===== config.mk =====
export PLATFORM = sky130hd
export DESIGN_NAME = layer_input_buffer_flat
export DESIGN_NICKNAME = d
export VERILOG_FILES = /design/src/rtl/layer_input_buffer_if.sv /design/src/rtl/layer_input_buffer.sv /design/src/flat_wrapper.sv
export SDC_FILE = /design/constraint.sdc
export NUM_CORES = 1
export LEC_CHECK = 0
export CAP_MARGIN = 30
export CORE_AREA = 2 2 212 214
export DETAILED_ROUTE_END_ITERATION = 8
export DIE_AREA = 0 0 214 216
export PLACE_DENSITY = 0.83
export SLEW_MARGIN = 20
export SYNTH_ARGS = -nofsm -noshare
export SYNTH_HDL_FRONTEND = slang
export SYNTH_SLANG_ARGS = --single-unit

===== constraint.sdc =====
create_clock -name clock -period 3.8 [get_ports clock]
set_input_delay 0.57 -clock clock [delete_from_list [all_inputs] [get_ports clock]]
set_output_delay 0.57 -clock clock [all_outputs]
set_load 0.1 [all_outputs]

===== src/rtl/layer_input_buffer_if.sv =====
// Upstream word stream into the layer input buffer.
// valid/ready handshake carrying one signed word per transfer.
interface layer_input_buffer_if #(
    parameter int DATA_WIDTH = 32
);
    logic                         in_valid;
    logic signed [DATA_WIDTH-1:0] in_data;
    logic                         in_ready;

    modport master (
        output in_valid,
        output in_data,
        input  in_ready
    );

    modport slave (
        input  in_valid,
        input  in_data,
        output in_ready
    );
endinterface


===== src/rtl/layer_input_buffer.sv =====
// Assembles NUM_INPUTS words into a vector and hands it to a neuron.
// Optional prefetch bank: define LAYER_INPUT_BUFFER_PREFETCH_EN.
module layer_input_buffer #(
    parameter int DATA_WIDTH = 32,
    parameter int NUM_INPUTS = 16
) (
    input  logic                         clock,
    input  logic                         reset,
    layer_input_buffer_if.slave          up,
    output logic signed [DATA_WIDTH-1:0] inputs [NUM_INPUTS],
    output logic                         input_ready,
    input  logic                         output_ready,
    output logic                         busy
);
    localparam int CW = $clog2(NUM_INPUTS) + 1;
    localparam int IW = $clog2(NUM_INPUTS);
    localparam logic [CW-1:0] LAST = CW'(NUM_INPUTS - 1);

    typedef enum logic [1:0] {
        FILLING   = 2'd0,
        ISSUE     = 2'd1,
        WAIT_DONE = 2'd2
    } state_t;

    state_t        state;
    state_t        state_nx;
    logic [CW-1:0] count;
    logic          accept;

    assign accept = up.in_valid && up.in_ready;

`ifdef LAYER_INPUT_BUFFER_PREFETCH_EN
    localparam logic [CW-1:0] FULL = CW'(NUM_INPUTS);

    logic signed [DATA_WIDTH-1:0] back [NUM_INPUTS];
    logic [CW-1:0]                back_count;
    logic                         release_v;
    logic [CW-1:0]                xfer_count;

    assign release_v  = (state == WAIT_DONE) && output_ready;
    assign xfer_count = back_count + CW'(accept);
`endif

    // State register
    always_ff @(posedge clock) begin
        if (reset) state <= FILLING;
        else       state <= state_nx;
    end

    // Next-state selection
    always_comb begin
        state_nx = FILLING;
        case (state)
            FILLING: begin
                if (accept && count == LAST) state_nx = ISSUE;
                else                         state_nx = FILLING;
            end
            ISSUE: state_nx = WAIT_DONE;
            WAIT_DONE: begin
`ifdef LAYER_INPUT_BUFFER_PREFETCH_EN
                if (release_v)
                    state_nx = (xfer_count == FULL) ? ISSUE : FILLING;
                else
                    state_nx = WAIT_DONE;
`else
                state_nx = output_ready ? FILLING : WAIT_DONE;
`endif
            end
            default: state_nx = FILLING;
        endcase
    end

    // Moore outputs: ready, issue strobe, busy
    always_comb begin
        up.in_ready = 1'b0;
        input_ready = 1'b0;
        case (state)
            FILLING: up.in_ready = 1'b1;
            ISSUE: begin
                input_ready = 1'b1;
`ifdef LAYER_INPUT_BUFFER_PREFETCH_EN
                up.in_ready = (back_count < FULL);
`endif
            end
            WAIT_DONE: begin
`ifdef LAYER_INPUT_BUFFER_PREFETCH_EN
                up.in_ready = (back_count < FULL);
`endif
            end
            default: up.in_ready = 1'b0;
        endcase
        busy = (state != FILLING) || (count != '0);
    end

    // Vector banks and fill counters
    always_ff @(posedge clock) begin
        if (reset) begin
            count <= '0;
            for (int i = 0; i < NUM_INPUTS; i++) inputs[i] <= '0;
`ifdef LAYER_INPUT_BUFFER_PREFETCH_EN
            back_count <= '0;
            for (int i = 0; i < NUM_INPUTS; i++) back[i] <= '0;
`endif
        end else begin
            case (state)
                FILLING: begin
                    if (accept) begin
                        inputs[count[IW-1:0]] <= up.in_data;
                        count <= (count == LAST) ? '0 : count + 1'b1;
                    end
                end
                ISSUE, WAIT_DONE: begin
`ifdef LAYER_INPUT_BUFFER_PREFETCH_EN
                    // Release swaps the prefetched words in; a word
                    // arriving on the same cycle extends the front bank.
                    if (release_v) begin
                        for (int i = 0; i < NUM_INPUTS; i++)
                            inputs[i] <= back[i];
                        if (accept)
                            inputs[back_count[IW-1:0]] <= up.in_data;
                        count <= (xfer_count == FULL) ? '0 : xfer_count;
                        back_count <= '0;
                    end else if (accept) begin
                        back[back_count[IW-1:0]] <= up.in_data;
                        back_count <= back_count + 1'b1;
                    end
`endif
                end
                default: count <= '0;
            endcase
        end
    end
endmodule


===== src/flat_wrapper.sv =====
// flat-port wrapper written by rule: the top's interface ports become plain ports
module layer_input_buffer_flat 
#(
    parameter int DATA_WIDTH = 32,
    parameter int NUM_INPUTS = 16
)
  (clock, reset, inputs, input_ready, output_ready, busy, up_in_valid, up_in_data, up_in_ready);
  layer_input_buffer_if #(.DATA_WIDTH(DATA_WIDTH)) up_i ();
  input  logic clock;
  input  logic reset;
  output logic signed [DATA_WIDTH-1:0] inputs[NUM_INPUTS];
  output logic input_ready;
  input  logic output_ready;
  output logic busy;
  input wire logic [$bits(up_i.in_valid)-1:0] up_in_valid;
  input wire logic [$bits(up_i.in_data)-1:0] up_in_data;
  output wire logic [$bits(up_i.in_ready)-1:0] up_in_ready;
  assign up_i.in_valid = up_in_valid;
  assign up_i.in_data = up_in_data;
  assign up_in_ready = up_i.in_ready;
  layer_input_buffer #(.DATA_WIDTH(DATA_WIDTH), .NUM_INPUTS(NUM_INPUTS)) u_core (.clock(clock), .reset(reset), .up(up_i), .inputs(inputs), .input_ready(input_ready), .output_ready(output_ready), .busy(busy));
endmodule

==> flow_metrics.env, run 1 <==
export IMPL_yosys_top_cells_area="dfxtp_1 52%, nand3_1 13%, a21oi_1 13%, o21ai_0 12%, clkbuf_1 4.0%"
export IMPL_power_density_nw_per_um2=429
export IMPL_endpoint_kind="primary output"
export IMPL_grt_max_degree=135
export IMPL_regToRegEndpoint="u_core.inputs[43]"
export IMPL_insertion_delay_ns=0.61
export IMPL_hold_buffers=0
export IMPL_hpwlAfterDp_um=51200
export IMPL_fillers=3420
export IMPL_cp_required_ns=3.23
export IMPL_synth_largest_area_cell="dfxtp_1"
export IMPL_avgSynthCellArea_um2=8.12
export IMPL_syn_nets=2506
export IMPL_die_w_um=214
export IMPL_peakVddDrop_v=0.000341
export IMPL_hp_start="u_core.inputs[438]"
export IMPL_first_iter_violations=3125
export IMPL_yosysSeqAreaShare_pct=52.0
export IMPL_p_leak_nw=8.99
export IMPL_antenna_left=0
export IMPL_coreArea_um2=43800
export IMPL_syn_area_um2=20000
export IMPL_dpl_instance_area_um2=26300
export IMPL_syn2layout_area_growth_pct=41.3
export IMPL_totalWireLength_um=85200
export IMPL_synth_ff_type="dfxtp_1"
export IMPL_via_per_inst=6.33
export IMPL_grt_pass1_wl_um=125000
export IMPL_cp_cell_sequence="inv_1, ha_1, nor4b_1, nand2_1, buf_4"
export IMPL_drive_gt1_share_pct=7.39
export IMPL_pwr_share_clk_pct=45.2
export IMPL_relSlewSlack_pct=28.4
export IMPL_via_count=21800
export IMPL_worstMarginPinSlew_ns=1.07
export IMPL_fin_skew_ns=0.0259
export IMPL_cp_data_arrival_time_ns=2.36
export IMPL_globalRouteTotalUtil_pct=34.6
export IMPL_rrSetupSlack_ns=1.02
export IMPL_clock_sinks=519
export IMPL_final_cell_area_um2=28200
export IMPL_period_needed_ns=2.93
export IMPL_rows=77
export IMPL_cts_buffers=52
export IMPL_crit_fanout=16
export IMPL_p_seq_share_pct=45.5
export IMPL_r2r_start="u_core.state[0]"
export IMPL_cts_tree="built"
export IMPL_dr_pass1_iters=6
export IMPL_setup_viol=0
export IMPL_grt_pass1_vias=20500
export IMPL_hold_class="reg -> reg"
export IMPL_async_flop_share_pct=0
export IMPL_path_class="reg -> out"
export IMPL_netlist_instances=2462
export IMPL_hold_viol=0
export IMPL_ys_warn_count=0
export IMPL_p_comb_share_pct=9.3
export IMPL_cts_resized=0
export IMPL_switching_share_pct=26.3
export IMPL_ys_seq_elements=519
export IMPL_layout_common_cells="544 x clkdlybuf4s50_1, 519 x dfxtp_1, 517 x a21oi_1"
export IMPL_yosysTopAreaCellShare_pct=52.0
export IMPL_remaining_drc_errors=0
export IMPL_fmax_ghz=0.341
export IMPL_ios=551
export IMPL_layout_commonest_cell="clkdlybuf4s50_1"
export IMPL_drv_slew=0
export IMPL_multiInputGateArea_um2=8160
export IMPL_clk_pin_slew_ns=0.06
export IMPL_status="finished clean"
export IMPL_cts_max_level=2
export IMPL_antenna_found_initial=0
export IMPL_start_util_pct=45.6
export IMPL_grt_overflow_total=0
export IMPL_postCtsSetupBuffers=0
export IMPL_worstHoldEndpoint="u_core.inputs[438]"
export IMPL_worstSetupStartpointType="flip-flop"
export IMPL_wl_per_cell_um=24.7
export IMPL_synth_edff_count=0
export IMPL_post_route_period_util_pct=77.1
export IMPL_io_buffers=550
export IMPL_rsz0062_at_grt="no"
export IMPL_num_antenna_cells=0
export IMPL_cts_root_buffer_cell="clkbuf_16"
export IMPL_p_switching_mw=3.19
export IMPL_die_h_um=216
export IMPL_seqCellArea_um2=10400
export IMPL_gp_congestion=0.862
export IMPL_ff2ff_path_depth=6
export IMPL_p_int_mw=8.93
export IMPL_finalSetupTns_ns=0
export IMPL_max_cap_violations=0
export IMPL_critPathSlowestCell="ha_1"
export IMPL_dieArea_um2=46200
export IMPL_crit_path_max_incr_delay_ns=0.64
export IMPL_cts_buffer_depth=3
export IMPL_whs_path_depth=2
export IMPL_synthDistinctLibCells=29
export IMPL_layout_nets=2857
-- worst max-delay path by stage --
stage                                     to             from  slack, ns  depth (start not counted)
after floorplan                         busy  u_core.state[0]       0.86                          5
after global placement    u_core.inputs[311]      up_in_valid       0.88                          5
after detailed placement   u_core.inputs[43]      up_in_valid       0.71                          5
after CTS                               busy  u_core.state[0]       0.83                          5
after global routing                    busy  u_core.state[0]       0.74                          5
final                                   busy  u_core.state[0]       0.87                          5
-- Yosys cell counts, drive strengths merged (2+ instances only) --
master  number
dfxtp      519
nor2b        2
o21ai      516
clkbuf     211
inv          5
and3         4
nand2b       2
nand2        4
nand3      519
buf        139
nand4        2
a21oi      517
ha           8
nor3b        2
-- logic make-up after synthesis --
kind of cell	Yosys count	share of synthesized area, %
DFF	519	52.0
AOI/OAI and AO/OA	1035	25.9
buffers and inverters	355	7.79
and+or+nand+nor	545	13.8
adders and majority gates	8	0.501
-- layer usage --
layer / global-route usage, % / share of wire (%)
met1: 41.9 / 35
met5: 0 / 0
met2: 52.8 / 44
met3: 9.33 / 12
met4: 26.3 / 8.3
-- registers in the layout (all words and copies together), names as in the netlist --
register,cells
u_core.count,5
u_core.inputs,512
u_core.state,2
-- power groups by stage --
stage / sequential [mW] / combinational [mW] / clock, mW
3_3_place_gp: 5.63 / 1.06 / 0
4_1_cts: 5.51 / 1.09 / 5.48
5_1_grt: 5.52 / 1.15 / 5.72
6_report: 5.51 / 1.13 / 5.48
3_5_place_dp: 5.63 / 1.09 / 0
2_1_floorplan: 5.96 / 0.374 / 0
-- layout make-up --
cell class	count	area share, %
multi-input combinational	1588	28.9
sequential	519	36.8
clock inverter	26	1.09
clock buffer	71	5.40
timing repair buffer	647	25.2
inverter	5	0.0665
tap	592	2.62
-- stage by stage --
step	power, mW	util (%)	worst slack, ns	std cells	hold slack, ns
3_3_place_gp	6.69	58.1	0.880	3314	0.460
2_1_floorplan	6.33	-	0.862	2462	0.465
5_1_grt	12.4	64.4	0.736	3448	0.497
3_5_place_dp	6.72	60.0	0.706	3346	0.465
6_report	12.1	64.4	0.869	3448	0.477
4_1_cts	12.1	64.1	0.831	3443	0.474
-- worst max-delay path, delay by kind of cell (launching register included) --
kind | cells | cell delay, ns
buffers and inverters | 2 | 0.34
and+or+nand+nor | 2 | 0.45
adders and majority gates | 1 | 0.64
DFF | 1 | 0.33
Power figures use the tool's default switching activity.
==> inputs of run 2 (changes only) <==
- CORE_AREA: 2 2 212 214 -> 2 2 214 216
- DIE_AREA: 0 0 214 216 -> 0 0 216 218
- PLACE_DENSITY: 0.83 -> 0.82
- clock period: 3.8 -> 3 ns (I/O delays scaled with it)
==> run 2 against run 1 <==
Combinational power grew 23%. Highest routed layer unchanged. Sequential power grew 27%. Global-route usage decreased by 1.4 points. Wire length shrank 2.5%. Largest power group unchanged. Largest cell class unchanged.
==> flow_metrics.env, run 2 (same netlist as run 1, synthesis figures left out) <==
export IMPL_status="finished clean"
export IMPL_totalWireLength_um=83100
export IMPL_hp_start="reset"
export IMPL_ff2ff_path_depth=6
export IMPL_power_density_nw_per_um2=567
export IMPL_num_antenna_cells=0
export IMPL_clk_pin_slew_ns=0.07
export IMPL_cpMostUsedCell="buf_4"
export IMPL_globalRouteTotalUtil_pct=33.2
export IMPL_worstHoldEndpoint="u_core.inputs[139]"
export IMPL_whs_path_depth=2
export IMPL_max_cap_violations=0
export IMPL_wl_met1_um=29900
export IMPL_worstSetupStartpointType="flip-flop"
export IMPL_drive_gt1_share_pct=24.9
export IMPL_setup_viol=0
export IMPL_cts_buffer_depth=3
export IMPL_die_h_um=218
export IMPL_die_w_um=216
export IMPL_dpl_instance_area_um2=24600
export IMPL_ios=551
export IMPL_regMostFlops="u_core.inputs"
export IMPL_r2r_start="u_core.state[0]"
export IMPL_p_leak_nw=9.79
export IMPL_antenna_left=0
export IMPL_post_route_period_util_pct=92.9
export IMPL_worst_slack_ns=0.213
export IMPL_endpoint_kind="primary output"
export IMPL_insertion_delay_ns=0.61
export IMPL_drv_slew=0
export IMPL_start_util_pct=44.5
export IMPL_io_buffers=550
export IMPL_dieArea_um2=47100
export IMPL_largest_reg_flops=512
export IMPL_top_layer_used="met4"
export IMPL_cp_data_arrival_time_ns=2.34
export IMPL_coreArea_um2=44900
export IMPL_grt_overflow_total=0
export IMPL_cts_tree="built"
export IMPL_fmax_ghz=0.359
export IMPL_clock_sinks=519
export IMPL_critPathTopFamily="buffers and inverters"
export IMPL_antenna_found_initial=0
export IMPL_cts_buffers=52
export IMPL_layout_nets=2857
export IMPL_wl_met2_um=37500
export IMPL_place_ws_ns=0.413
export IMPL_gp_congestion=0.853
export IMPL_cts_max_level=2
export IMPL_finalSetupTns_ns=0
export IMPL_fin_skew_ns=0.0280
export IMPL_cp_cell_sequence="inv_1, ha_1, buf_4, nor4b_1, nand2_1, buf_4"
export IMPL_cp_num_buf_inv=3
export IMPL_crit_path_max_incr_delay_ns=0.45
export IMPL_crit_fanout=11
export IMPL_hold_class="in -> reg"
export IMPL_via_count=21700
export IMPL_cp_required_ns=2.55
export IMPL_hold_buffers=0
export IMPL_rows=78
export IMPL_first_iter_violations=3091
export IMPL_hpwlAfterDp_um=50700
export IMPL_layout_common_cells="587 x buf_4, 519 x dfxtp_1, 517 x a21oi_1"
export IMPL_regToRegEndpoint="u_core.inputs[336]"
export IMPL_power_mw=14.9
export IMPL_remaining_drc_errors=0
export IMPL_largestRegisters="u_core.inputs (512), u_core.count (5), u_core.state (2)"
export IMPL_path_class="reg -> out"
export IMPL_peakVddDrop_v=0.000493
export IMPL_grt_max_degree=129
export IMPL_syn2layout_area_growth_pct=31.4
export IMPL_worstMarginPinSlew_ns=0.900
export IMPL_relSlewSlack_pct=39.8
export IMPL_layout_commonest_cell="buf_4"
export IMPL_cts_root_buffer_cell="clkbuf_16"
export IMPL_hold_viol=0
export IMPL_cts_resized=0
export IMPL_dr_pass1_iters=5
export IMPL_wl_per_cell_um=24.1
export IMPL_rsz0062_at_grt="no"
export IMPL_final_cell_area_um2=26300
export IMPL_grt_pass1_wl_um=121000
export IMPL_routed_wl_met3_um=9750
export IMPL_postCtsSetupBuffers=0
export IMPL_via_per_inst=6.28
export IMPL_period_needed_ns=2.79
export IMPL_rrSetupSlack_ns=0.68
export IMPL_critPathSlowestCell="ha_1"
export IMPL_grt_pass1_vias=19900
-- run 2: cell types whose count changed in the layout (fill, tap and decap cells not counted), sizes merged --
cell | previous run | this run
buf | 103 | 613
bufinv | 6 | 3
clkbuf | 71 | 75
clkdlybuf4s50 | 544 | 34
clkinv | 13 | 12
clkinvlp | 3 | 1
inv | 9 | 7
-- run 2: power breakdown --
group,switching [mW],internal [mW],total [mW]
registers,0.0388,6.95,6.99
logic,1.13,0.265,1.39
clock network,2.77,3.74,6.52
-- run 2: routing by layer --
layer	vias to the layer above	track usage [%]
met4	0	22.5
li1	9408	-
met1	10300	40.7
met2	1585	52.1
met3	334	7.87
met5	-	0
-- run 2: worst reg2reg max path, delay by kind of cell (launching register included) --
kind	cells	cell delay [ns]
AND/OR/NAND/NOR	1	0.56
buffers and inverters	2	0.49
adder cells (fa/ha/maj)	1	0.45
flip-flops	1	0.33
AO/OA/AOI/OAI	2	0.33
-- run 2: how the worst max path moves through the flow --
stage                          from                 end  slack [ns]  depth (start not counted)
floorplan           u_core.state[0]                busy        0.18                          5
global placement        up_in_valid  u_core.inputs[330]        0.49                          5
detailed placement      up_in_valid  u_core.inputs[330]        0.41                          5
CTS                 u_core.state[1]                busy        0.17                          6
global route        u_core.state[0]                busy        0.04                          6
finish              u_core.state[0]                busy        0.21                          6
-- run 2: layout make-up --
cell class              instances  area, um2
flip-flops and latches        519      10400
well taps                     600        751
multi-input cells            1588       8160
repair buffers                647       5260
clock inverters                18        190
fillers                      3899      18600
clock buffers                  75       1510
inverters                       5       18.8
-- run 2: metrics by stage --
stage          hold WS (ns)  util [%]  std cells
2_1_floorplan         0.465         -       2462
3_3_place_gp          0.461      54.7       3359
3_5_place_dp          0.467      54.7       3359
4_1_cts               0.359      58.5       3452
5_1_grt               0.376      58.5       3452
6_report              0.317      58.5       3452
==> RTL change: new RTL, settings of run 2 <==
`NUM_INPUTS` is set to 16 in 2 places; all go to 8.
--- a/src/rtl/layer_input_buffer.sv
+++ b/src/rtl/layer_input_buffer.sv
@@ -2,7 +2,7 @@
 // Optional prefetch bank: define LAYER_INPUT_BUFFER_PREFETCH_EN.
 module layer_input_buffer #(
     parameter int DATA_WIDTH = 32,
-    parameter int NUM_INPUTS = 16
+    parameter int NUM_INPUTS = 8
 ) (
     input  logic                         clock,
     input  logic                         reset,
--- a/src/flat_wrapper.sv
+++ b/src/flat_wrapper.sv
@@ -2,7 +2,7 @@
 module layer_input_buffer_flat 
 #(
     parameter int DATA_WIDTH = 32,
-    parameter int NUM_INPUTS = 16
+    parameter int NUM_INPUTS = 8
 )
   (clock, reset, inputs, input_ready, output_ready, busy, up_in_valid, up_in_data, up_in_ready);
   layer_input_buffer_if #(.DATA_WIDTH(DATA_WIDTH)) up_i ();
Ports: changed (resized inputs); port bits go from 551 to 295. The function was not compared with the original's and may differ.
==> RTL change against run 2 <==
Area after synthesis down 48%; largest cell class unchanged; setup slack better by 490 ps; power down 44%; cell area down 46%; sequential cell count down 257; worst hold slack better by 150 ps; clock power down 43%; routed wire length down 62%.
==> RTL change: results (changes against run 2) <==
Yosys
  • Synth cell count leaders: nand2b_1, dfxtp_1, mux2i_1 (was dfxtp_1, nand3_1, a21oi_1)
  • Register area share after synthesis: 50.5% (was 52.0%)
  • Synth Area in XOR/XNOR: 0% (unchanged)
  • Post-Synth Adder-Cell Area: 0.723% (was 0.501%)
  • Post-synthesis mux area share: 24.7% (was 0%)
  • Syn Nets: 993 (was 2506)
  • Distinct cells, synth: 30 (was 29)
  • Synth warn: 0 (unchanged)
  • Ys async rst share: 0% (unchanged)
  • Top cells by area, synth: dfxtp_1, mux2i_1, nand2b_1 (was dfxtp_1, nand3_1, a21oi_1)
  • Main flop type after synthesis: dfxtp_1 (unchanged)
  • Synth Area in Compound Gates: 0.626% (was 25.9%)

Clocking
  • PostCTS Resize Cnt: 0 (unchanged)
  • CTS buffer count: 29 (was 52)
  • Htree depth: 1 (was 2)
  • Worst-path clk slew: 60 ps
  • Post-CTS Setup Inserts: 0 (unchanged)
  • Clock Root Buffer: clkbuf_16 (unchanged)
  • Clk Latency, worst-skew pair: 560 ps (was 610 ps)
  • Bufs on Longest Clock Path: 3 (unchanged)

Placed design
  • Port bufs: 294 (was 550)
  • GPL Wtd Cong: 0.773 (was 0.853)
  • Dpl hpwl: 21600 um (was 50700 um)

Power
  • P_leak: 7.01 nW (was 9.79 nW)
  • Maximum vdd ir drop: 0.383 mV (was 0.493 mV)

Drt
  • Vias: 7590 (was 21700)
  • Detailed Route WL: 31600 um (was 83100 um)
  • DR iter-0 viols: 283 (was 3091)
  • Initial DRT Pass Iterations: 4 (was 5)

Global route
  • Largest net degree at the start of global routing: 70 (was 129)
  • Initial antenna violation count: 2 (was 0)
  • Total track usage: 12.9% (was 33.2%)
  • Vias in the first global route: 7771 (was 19900)
  • Global-route wire length before repair: 47000 um (was 121000 um)

Hold path
  • Startpoint of the worst hold path: u_core.inputs[55] (was reset)
  • Worst hold path cell count: 2 (unchanged)
  • HP Class: reg2reg (was in2reg)

Timing
  • Least-Margin Pin Slew: 640 ps (was 900 ps)
  • Skew final: 17.9 ps (was 28.0 ps)

Worst setup path
  • Crit-path slowest cell: dfxtp_1 (was ha_1)
  • Slowest stage delay, CP: 550 ps (was 450 ps)
  • Critical path fanouts, max: 11 (unchanged)
  • Worst Reg2Reg Path Length in Cells: 6 (unchanged)
  • CP startpoint: u_core.count[0] (was u_core.state[0])
  • Critical path arrival: 1840 ps (was 2340 ps)
  • CP top delay family: flip-flops (was buffers and inverters)
  • R2r startpoint: u_core.state[0] (unchanged)

Cells and area
  • Regs by FF count: u_core.inputs: 256 flops, u_core.count: 4 flops, u_core.state: 2 flops (was u_core.inputs: 512 flops, u_core.count: 5 flops, u_core.state: 2 flops)
  • Ant diodes: 0 (unchanged)
  • Nets: 1247 (was 2857)
  • Share of layout cells above drive strength 1: 27.6% (was 24.9%)

Status
  • Status: completed (unchanged)
[RTL change: layer usage]
| metal | routed length, um | share of wire (%) | vias up | GRT usage [%] |
|---|---|---|---|---|
| li1 | - | - | 3620 | - |
| met1 | 13600 | 43 | 3651 | 15.9 |
| met2 | 14300 | 45 | 258 | 21.2 |
| met3 | 2750 | 8.7 | 59 | 4.32 |
| met4 | 855 | 2.7 | 2 | 4.38 |
| met5 | 13 | 0.041 | - | 0 |
[RTL change: final cells by class]
type	count	area (um2)
clock buffers	41	851
fillers	4562	30600
well taps	600	751
inverters	6	22.5
clock inverters	12	158
flip-flops and latches	262	5250
repair buffers	316	2520
multi-input cells	590	4690
[RTL change: tightest hold or removal path, delay by kind of cell (launching register included)]
kind / cells / cell delay [ps]
flops: 1 / 310
simple gates: 1 / 60
mux: 1 / 60
[RTL change: cell families (layout without fill, tap and decap cells)]
family          count (synthesis)  in the layout
compound gates                 11             11
fa+ha+maj                       6              6
buf+inv                        99            375
flops                         262            262
mux                           256            256
simple gates                  317            317
[RTL change: where the power goes]
| group | switching [mW] | leakage, nW | total, mW | internal (mW) |
|---|---|---|---|---|
| Sequential | 0.0440 | 2.12 | 3.59 | 3.55 |
| Clock | 1.50 | 0.500 | 3.74 | 2.24 |
| Combinational | 0.717 | 4.39 | 0.986 | 0.269 |
[RTL change: path summary, 6_finish.rpt]
| check | end | slack [ps] |
|---|---|---|
| max reg2reg | u_core.inputs[46] | 890 |
| max | busy | 710 |
| min reg2reg | u_core.inputs[55] | 470 |
| min | u_core.inputs[55] | 470 |
[RTL change: per-stage QoR]
stage	utilization, %	setup WS (ps)	hold slack (ps)	std cells	instance area [um2]
finish	31.7	706	470	1827	14200
detailed placement	29.5	577	465	1774	13200
global placement	29.5	674	459	1774	13200
global route	31.7	606	493	1827	14200
floorplan	-	215	478	951	10400
CTS	31.7	662	440	1827	14200
